### src/rtl/sdram_frame_sched.sv
// Frame-level scheduler for the 2-port SDRAM frame buffer: vsync sync/edge detect, load strobes,
// read gating and frame/drop counters. Define FRAME_SCHED_PINGPONG_EN to enable ping-pong bank tracking.
module sdram_frame_sched #(
   parameter int LOAD_CYCLES = 4,
   parameter int SKIP_FRAMES = 2,
   parameter int VS_POL      = 1,
   parameter int CNT_W       = 8
) (
   input  logic             REF_CLK,
   input  logic             RESET,
   input  logic             Sdram_Init_Done,
   input  logic             CAM_VS,
   input  logic             DISP_VS,
   output logic             WR_LOAD,
   output logic             RD_LOAD,
   output logic             Sdram_Read_Valid,
   output logic             Sdram_PingPong_EN,
   output logic             WR_BANK,
   output logic             RD_BANK,
   output logic [CNT_W-1:0] FRAME_CNT,
   output logic [CNT_W-1:0] DROP_CNT
);

   typedef enum logic [1:0] {ST_INIT, ST_SKIP, ST_FILL, ST_RUN} state_t;

   localparam logic       VS_ACT    = (VS_POL != 0);
   localparam logic [3:0] LOAD_INIT = 4'(LOAD_CYCLES);
   localparam logic [3:0] SKIP_LAST = 4'(SKIP_FRAMES);

   logic [1:0]       cam_sync, disp_sync;
   logic             cam_lvl_d, disp_lvl_d;
   logic             cam_lvl, disp_lvl, cam_start, disp_start;
   state_t           state, state_nxt;
   logic [3:0]       skip_cnt, skip_nxt;
   logic [3:0]       wr_cnt, wr_cnt_nxt, rd_cnt, rd_cnt_nxt;
   logic             unread, unread_nxt;
   logic [CNT_W-1:0] frame_nxt, drop_nxt;
   logic             wr_load_nxt, rd_load_nxt, valid_nxt;

   assign cam_lvl    = (cam_sync[1] == VS_ACT);
   assign disp_lvl   = (disp_sync[1] == VS_ACT);
   assign cam_start  = cam_lvl & ~cam_lvl_d;
   assign disp_start = disp_lvl & ~disp_lvl_d;

   always_ff @(posedge REF_CLK) begin
      if (RESET) begin
         cam_sync   <= {2{~VS_ACT}};
         disp_sync  <= {2{~VS_ACT}};
         cam_lvl_d  <= 1'b0;
         disp_lvl_d <= 1'b0;
      end else begin
         cam_sync   <= {cam_sync[0], CAM_VS};
         disp_sync  <= {disp_sync[0], DISP_VS};
         cam_lvl_d  <= cam_lvl;
         disp_lvl_d <= disp_lvl;
      end
   end

   always_comb begin
      state_nxt  = state;
      skip_nxt   = skip_cnt;
      wr_cnt_nxt = (wr_cnt != 4'd0) ? wr_cnt - 4'd1 : wr_cnt;
      rd_cnt_nxt = (rd_cnt != 4'd0) ? rd_cnt - 4'd1 : rd_cnt;
      unread_nxt = unread;
      frame_nxt  = FRAME_CNT;
      drop_nxt   = DROP_CNT;
      unique case (state)
         ST_INIT: begin
            skip_nxt   = 4'd0;
            wr_cnt_nxt = 4'd0;
            rd_cnt_nxt = 4'd0;
            unread_nxt = 1'b0;
            if (Sdram_Init_Done) state_nxt = ST_SKIP;
         end
         ST_SKIP: begin
            if (cam_start) begin
               if (skip_cnt == SKIP_LAST) begin
                  state_nxt  = ST_FILL;
                  wr_cnt_nxt = LOAD_INIT;
               end else begin
                  skip_nxt = skip_cnt + 4'd1;
               end
            end
         end
         ST_FILL: begin
            if (cam_start) begin
               state_nxt  = ST_RUN;
               wr_cnt_nxt = LOAD_INIT;
            end
         end
         ST_RUN: begin
            if (cam_start) begin
               wr_cnt_nxt = LOAD_INIT;
               unread_nxt = 1'b1;
               if (!(&FRAME_CNT)) frame_nxt = FRAME_CNT + CNT_W'(1);
               if (unread && !disp_start && !(&DROP_CNT)) drop_nxt = DROP_CNT + CNT_W'(1);
            end
            if (disp_start) begin
               rd_cnt_nxt = LOAD_INIT;
               if (!cam_start) unread_nxt = 1'b0;
            end
         end
      endcase
      // Losing SDRAM init overrides everything else; counters are kept.
      if (!Sdram_Init_Done) state_nxt = ST_INIT;
      wr_load_nxt = (state_nxt == ST_INIT) || (state_nxt == ST_SKIP) || (wr_cnt_nxt != 4'd0);
      rd_load_nxt = (state_nxt != ST_RUN) || (rd_cnt_nxt != 4'd0);
      valid_nxt   = (state_nxt == ST_RUN);
   end

   always_ff @(posedge REF_CLK) begin
      if (RESET) begin
         state            <= ST_INIT;
         skip_cnt         <= 4'd0;
         wr_cnt           <= 4'd0;
         rd_cnt           <= 4'd0;
         unread           <= 1'b0;
         FRAME_CNT        <= '0;
         DROP_CNT         <= '0;
         WR_LOAD          <= 1'b1;
         RD_LOAD          <= 1'b1;
         Sdram_Read_Valid <= 1'b0;
      end else begin
         state            <= state_nxt;
         skip_cnt         <= skip_nxt;
         wr_cnt           <= wr_cnt_nxt;
         rd_cnt           <= rd_cnt_nxt;
         unread           <= unread_nxt;
         FRAME_CNT        <= frame_nxt;
         DROP_CNT         <= drop_nxt;
         WR_LOAD          <= wr_load_nxt;
         RD_LOAD          <= rd_load_nxt;
         Sdram_Read_Valid <= valid_nxt;
      end
   end

`ifdef FRAME_SCHED_PINGPONG_EN
   logic wr_bank_q, rd_bank_q;

   // The reader takes the half opposite to the one being written before this cycle's toggle.
   always_ff @(posedge REF_CLK) begin
      if (RESET) begin
         wr_bank_q <= 1'b0;
         rd_bank_q <= 1'b0;
      end else if (state == ST_RUN) begin
         if (cam_start)  wr_bank_q <= ~wr_bank_q;
         if (disp_start) rd_bank_q <= ~wr_bank_q;
      end
   end

   assign Sdram_PingPong_EN = 1'b1;
   assign WR_BANK           = wr_bank_q;
   assign RD_BANK           = rd_bank_q;
`else
   assign Sdram_PingPong_EN = 1'b0;
   assign WR_BANK           = 1'b0;
   assign RD_BANK           = 1'b0;
`endif

endmodule

### config.mk
export PLATFORM = sky130hd
export DESIGN_NAME = sdram_frame_sched
export DESIGN_NICKNAME = d
export VERILOG_FILES = /design/src/rtl/sdram_frame_sched.sv
export SDC_FILE = /design/constraint.sdc
export NUM_CORES = 1
export LEC_CHECK = 0
export BUFFER_PORTS_ARGS = -buffer_cell sky130_fd_sc_hd__buf_2
export CAP_MARGIN = 20
export CORE_MARGIN = 1
export CORE_UTILIZATION = 40
export DETAILED_ROUTE_END_ITERATION = 7
export SYNTH_ARGS = -nofsm -noshare
export SYNTH_HDL_FRONTEND = slang
export SYNTH_SLANG_ARGS = --single-unit
### constraint.sdc
create_clock -name REF_CLK -period 4.8 [get_ports REF_CLK]
set_clock_uncertainty 0.2 [all_clocks]
set_input_delay 0.24 -clock REF_CLK [delete_from_list [all_inputs] [get_ports REF_CLK]]
set_output_delay 0.24 -clock REF_CLK [all_outputs]
set_load 0.02 [all_outputs]
==> out/metrics.yaml, run 1 <==
run_status:
  status: "finished clean"
sta:
  finalHoldViolCount: 0
  min_period_ns: 2.26
  timing.hold.ws_ns: 0.0158
  period_share: 0.471
  slew_headroom: 0.589
  drv_slew: 0
  setup_viol: 0
  fmax_ghz: 0.443
  rsz0062_at_grt: "false"
  worstMarginPinSlew_ns: 0.617
  tns_ns: 0
die:
  io_pins: 27
  die_x_um: 72.7
  start_util: 0.421
  coreArea_um2: 4750
  num_rows: 25
  die_area_um2: 5290
  die_y_um: 72.7
cells_and_area:
  nFillCells: 507
  n_antenna_cell: 0
  nNetsFinal: 264
  syn2layout_area_growth_pct: 13.1
  layout_common_cells: "dfxtp_1, buf_2, nor2_1"
  seqCellArea_um2: 801
  final_common_cell: "dfxtp_1"
  multi_input_area_um2: 1090
  drive_gt1_frac: 0.149
critical_path:
  crit_chain: "ha_1 -> nand4_2 -> or4b_1 -> and3b_1"
  critPathLaunchType: "flip-flop"
  slowest_delay_ns: 0.59
  required_ns: 4.79
  crit_family: "simple AND/OR/NAND/NOR gates"
  crit_path_top_delay_cell: "or4b_1"
  path_buf_inv: 0
  critPathCaptureType: "flip-flop"
  arrival_ns: 2.25
  crit_type: "flip-flop to flip-flop"
  worstPathMaxFanout: 16
grt:
  grt_antenna_before_repair: 0
  grt_pass1_wl_um: 6470
  grt_pass1_vias: 1466
  overflow: 0
  grt_max_degree: 36
  track_usage: 0.157
pwr:
  p_total_uw: 597
  pwr_density_cell_nw_per_um2: 264
  p_leak_nw: 0.885
  irDropWorstVdd_uv: 146
worst_hold_path:
  hp-class: "primary input to flip-flop"
clock_tree:
  ctsHoldBuffers: 2
  clock_sinks: 40
  cts_tree: "yes"
  cts_buffer_depth: 2
  htree_levels: 2
  insertion_delay_ns: 0.29
  cts-root-buf: "clkbuf_8"
  postCtsSetupRepairBufs: 0
  cts_resized: 0
  cts_inserted_buffers: 5
  clkTransAtPathRegs_ns: 0.08
yosys:
  ys_seq_area_frac: 0.400
  synth_flop_cell: "dfxtp_1"
  synth_seq_cells: 40
  syn_area_um2: 2000
  async_flop_share: 0
  synthCells: 225
  yosysWarnings: 0
  synth_edf_count: 0
  avgSynthCellArea_um2: 8.89
  ys_types: 49
placement:
  portBuffers: 23
  place_congestion: 0.777
  hpwl_um: 2650
detailed_routing:
  wl_um: 3780
  drc: 0
  via_per_inst: 5.06
  vias: 1600
  drtIter0Drc: 60
  dr.pass1.iters: 4
  wl_per_cell_um: 12.0
  ant_nets: 0
flow_run:
  cap_violations: 0
final timing paths:
check        cells past startpoint  slack [ns]      endpoint       startpoint
max                              4        2.54   DROP_CNT[6]         state[1]
min                              3        0.02      state[0]  Sdram_Init_Done
max reg2reg                      4        2.54   DROP_CNT[6]         state[1]
min reg2reg                      1        0.25  disp_sync[1]     disp_sync[0]
cell families (layout without fill, tap and decap cells):
family	after synthesis	after routing	share of synthesized area
DFF	40	40	0.400
buffers and inverters	26	48	0.0594
AOI/OAI and AO/OA	39	39	0.132
muxes	5	5	0.0250
adders and majority gates	11	11	0.0688
other	1	3	0.00187
and+or+nand+nor	95	95	0.278
xor gates and xnor gates	8	8	0.0350
per-stage QoR:
stage / area [µm²] / setup WS (ns) / util / cells
3_5_place_dp: 2140 / 2.58 / 0.451 / 306
2_1_floorplan: 2010 / 2.98 / - / 227
4_1_cts: 2260 / 2.55 / 0.476 / 316
3_3_place_gp: 2140 / 2.63 / 0.451 / 306
6_report: 2260 / 2.54 / 0.476 / 316
5_1_grt: 2260 / 2.39 / 0.476 / 316
power by group:
part | switching (mW) | internal [mW] | total [mW]
Clock | 0.120 | 0.116 | 0.236
Sequential | 0.00138 | 0.334 | 0.336
Combinational | 0.0170 | 0.00884 | 0.0258
Total | 0.138 | 0.459 | 0.597
routing by layer:
metal  part of all wire  GRT usage  routed length [µm]  vias to the layer above
met5                  0          0                   0                        -
met4              0.010     0.0523                  39                        0
met3              0.026     0.0373                 100                        5
met2               0.43      0.252                1640                       19
met1               0.53      0.207                2010                      731
li1                   -          -                   -                      845
worst min-delay path: stages:
cell,delay [ns]
buf_2,0.09
inv_1,0.08
nor3b_1,0.05
state kept, by name, indices dropped and copies added (netlist names), 2 cells and up:
name,cells
DROP_CNT,8
FRAME_CNT,8
rd_cnt,4
skip_cnt,4
wr_cnt,4
cam_sync,2
disp_sync,2
state,2
cells in the mapped netlist (3+ instances only):
| cell | count | area, µm² |
|---|---|---|
| o21ai_0 | 3 | 15.0 |
| nand2b_1 | 6 | 37.5 |
| ha_1 | 11 | 138 |
| clkbuf_1 | 5 | 18.8 |
| a31oi_1 | 4 | 25.0 |
| or3_1 | 4 | 25.0 |
| nand3_1 | 5 | 25.0 |
| or4_1 | 7 | 52.6 |
| nand2_1 | 6 | 22.5 |
| nand4_1 | 6 | 37.5 |
| xor2_1 | 6 | 52.6 |
| dfxtp_1 | 40 | 801 |
| nor3_1 | 10 | 50.1 |
| and2_1 | 3 | 18.8 |
| nor2_1 | 21 | 78.8 |
| buf_4 | 3 | 22.5 |
| o31ai_1 | 4 | 30.0 |
| a21oi_1 | 12 | 60.1 |
| nor2b_1 | 11 | 68.8 |
| inv_1 | 15 | 56.3 |
| mux2i_1 | 5 | 50.1 |
layout make-up:
| cell class | count | area share |
|---|---|---|
| Sequential cell | 40 | 0.354 |
| Clock buffer | 6 | 0.0365 |
| Tap cell | 67 | 0.0371 |
| Inverter | 15 | 0.0249 |
| Timing Repair Buffer | 25 | 0.0597 |
| Clock inverter | 2 | 0.00664 |
| Multi-Input combinational cell | 161 | 0.481 |
Note: power is estimated with default switching activity, not from simulation.
==> inputs of run 2 (changes only) <==
--- a/config.mk
+++ b/config.mk
@@ -5,6 +5,7 @@
 export SDC_FILE = /design/constraint.sdc
 export NUM_CORES = 1
 export LEC_CHECK = 0
+export ABC_AREA = 1
 export BUFFER_PORTS_ARGS = -buffer_cell sky130_fd_sc_hd__buf_2
 export CAP_MARGIN = 20
 export CORE_MARGIN = 1
==> constraint.sdc (replaced) <==
create_clock -name REF_CLK -period 2.1 [get_ports REF_CLK]
set_clock_uncertainty 0.2 [all_clocks]
set_input_delay 0.105 -clock REF_CLK [delete_from_list [all_inputs] [get_ports REF_CLK]]
set_output_delay 0.105 -clock REF_CLK [all_outputs]
set_load 0.02 [all_outputs]
==> run 2 against run 1 <==
Effect of this change: sequential power is 130% higher; register-to-register slack worse by 2.3 ns; critical path type unchanged; total power grew to 2.5 times the previous value; wire length is 7.4% higher; first-iteration DRC count is 45% higher; final area is 7.9% higher; global-route usage is 0.83 points higher; highest routed layer unchanged; clock power grew to 2.8 times the previous value; hold slack better by 0.19 ns.
==> out/metrics.yaml, run 2 <==
run_status:
  status: "finished clean"
pwr:
  netSwitchingFraction: 0.235
  p_leak_nw: 1.19
  seq_power_share: 0.513
  p_comb_frac: 0.048
  switchingPower_uw: 352
  pwr_density_cell_nw_per_um2: 614
  cell_internal_pwr_mw: 1.15
  power_frac_clock: 0.439
  irDropWorstVdd_uv: 342
critical_path:
  crit_path_top_delay_cell: "dfxtp_1"
  path_buf_inv: 2
  crit_family: "simple AND/OR/NAND/NOR gates"
  critPathLaunchType: "flip-flop"
  required_ns: 2.09
  r2r-start: "DROP_CNT[0]"
  crit_type: "flip-flop to flip-flop"
  worstPathMaxFanout: 11
  arrival_ns: 1.89
  cp-startpoint: "DROP_CNT[0]"
  slowest_delay_ns: 0.40
  critPathCaptureType: "flip-flop"
  crit_chain: "ha_1 -> inv_1 -> nor2_2 -> nand4_1 -> nand2_1 -> inv_1 -> nand2_1 -> a21oi_2"
die:
  num_rows: 26
  start_util: 0.414
  die_x_um: 74.7
  die_area_um2: 5580
  coreArea_um2: 5110
  io_pins: 27
  die_y_um: 74.7
sta:
  rsz0062_at_grt: "false"
  fmax_ghz: 0.527
  min_period_ns: 1.90
  drv_slew: 0
  tns_ns: 0
  finalHoldViolCount: 0
  period_share: 0.904
  timing.hold.ws_ns: 0.209
  setup_viol: 0
cells_and_area:
  layout_common_cells: "nand2_1, inv_1, nor2_1"
  syn2layout_area_growth_pct: 15.5
  nNetsFinal: 355
  reg_top3: "DROP_CNT (8), FRAME_CNT (8)"
  n_antenna_cell: 0
  final_common_cell: "nand2_1"
  drive_gt1_frac: 0.147
  fin_area_um2: 2440
  nFillCells: 546
grt:
  grt_antenna_before_repair: 0
  overflow: 0
  grt_max_degree: 15
  grt_pass1_wl_um: 7040
  grt_pass1_vias: 1660
  track_usage: 0.165
yosys:
  synth_seq_cells: 40
  yosys.area.top_type: "dfxtp_1"
  ys_types: 31
  synth_top_area_frac: 0.379
  synthCells: 309
  syn_area_um2: 2110
  yosysWarnings: 0
  avgSynthCellArea_um2: 6.84
  synth_edf_count: 0
  ys_seq_area_frac: 0.379
  async_flop_share: 0
  synth_flop_cell: "dfxtp_1"
  synthTopCellsByArea: "dfxtp_1, nand2_1, inv_1, nor2_1, ha_1"
  synth_common_cells: "nand2_1, inv_1, nor2_1, dfxtp_1, nand3_1"
  yosysMostFrequentCell: "nand2_1"
clock_tree:
  cts_buffer_depth: 2
  cts_inserted_buffers: 5
  clkTransAtPathRegs_ns: 0.09
  clock_sinks: 40
  cts-root-buf: "clkbuf_8"
  insertion_delay_ns: 0.30
  postCtsSetupRepairBufs: 0
  cts_resized: 0
  htree_levels: 2
  cts_tree: "yes"
worst_hold_path:
  min_from: "cam_sync[0]"
  hp-class: "flip-flop to flip-flop"
detailed_routing:
  dr.pass1.iters: 4
  wl_um: 4060
  drc: 0
  via_per_inst: 4.51
  wl_per_cell_um: 9.91
  ant_nets: 0
  drtIter0Drc: 87
  vias: 1851
placement:
  portBuffers: 23
  place_congestion: 0.818
  hpwl_um: 2870
  placed_cell_area_um2: 2280
flow_run:
  cap_violations: 0
run 2: cell count changes after synthesis, moves of 7 or more:
cell | before | now
nand2_1 | 6 | 81
inv_1 | 15 | 48
nor2_1 | 21 | 41
nand3_1 | 5 | 24
nor2b_1 | 11 | 0
or4_1 | 7 | 0
run 2: power groups by stage:
| stage | registers, mW | clock network [mW] | logic, mW |
|---|---|---|---|
| final | 0.769 | 0.658 | 0.0723 |
| after global placement | 0.786 | 0 | 0.0672 |
| after global routing | 0.770 | 0.711 | 0.0831 |
| after floorplan | 0.786 | 0 | 0.0555 |
| after detailed placement | 0.787 | 0 | 0.0671 |
| after CTS | 0.769 | 0.682 | 0.0732 |
run 2: layer usage:
layer	GRT usage	up-vias	routed length, µm
met2	0.266	30	1800
met3	0.0402	7	164
met1	0.210	792	2030
met4	0.0713	0	65
met5	0	-	0
li1	-	1022	-
run 2: worst register-to-register path, stage by stage (launching register included):
cell and delay (ns):
dfxtp_1 0.40, ha_1 0.21, inv_1 0.07, nor2_2 0.13
nand4_1 0.08, nand2_1 0.31, inv_1 0.21, nand2_1 0.13
a21oi_2 0.05
run 2: final cells by class:
cell class              count  area, µm²  area share
repair buffers             30        178      0.0728
flip-flops and latches     40        801       0.328
clock inverters             3       46.3      0.0190
well taps                  70       87.6      0.0359
inverters                  49        184      0.0754
clock buffers               5       68.8      0.0282
multi-input cells         213       1070       0.441
run 2: path summary, 6_finish.rpt:
check	cells after the start	slack, ns	end
worst max-delay path	8	0.20	DROP_CNT[7]
worst min-delay path	2	0.21	cam_sync[1]
worst max register to register	8	0.20	DROP_CNT[7]
worst min register to register	2	0.21	cam_sync[1]
run 2: kinds of logic (layout without fill, tap and decap cells):
group                      Yosys count  after routing  share of synthesized area
adders and majority gates           11             11                     0.0651
and+or+nand+nor                    161            161                      0.321
xor gates and xnor gates             5              5                     0.0207
other                                1              3                    0.00177
buffers and inverters               58             87                      0.116
AOI/OAI and AO/OA                   33             33                     0.0965
DFF                                 40             40                      0.379
run 2: through the flow:
step	util	power, mW	instances	worst slack, ns
after floorplan	-	0.841	311	0.435
after global placement	0.447	0.854	398	0.256
after detailed placement	0.447	0.854	398	0.218
after CTS	0.478	1.52	410	0.204
after global routing	0.478	1.56	410	0.0198
final	0.478	1.50	410	0.202
run 2: timing repair:
item	4_1_cts	5_1_grt
hold buffers	4	0
hold endpoints to repair	14	0
setup endpoints to repair	0	0
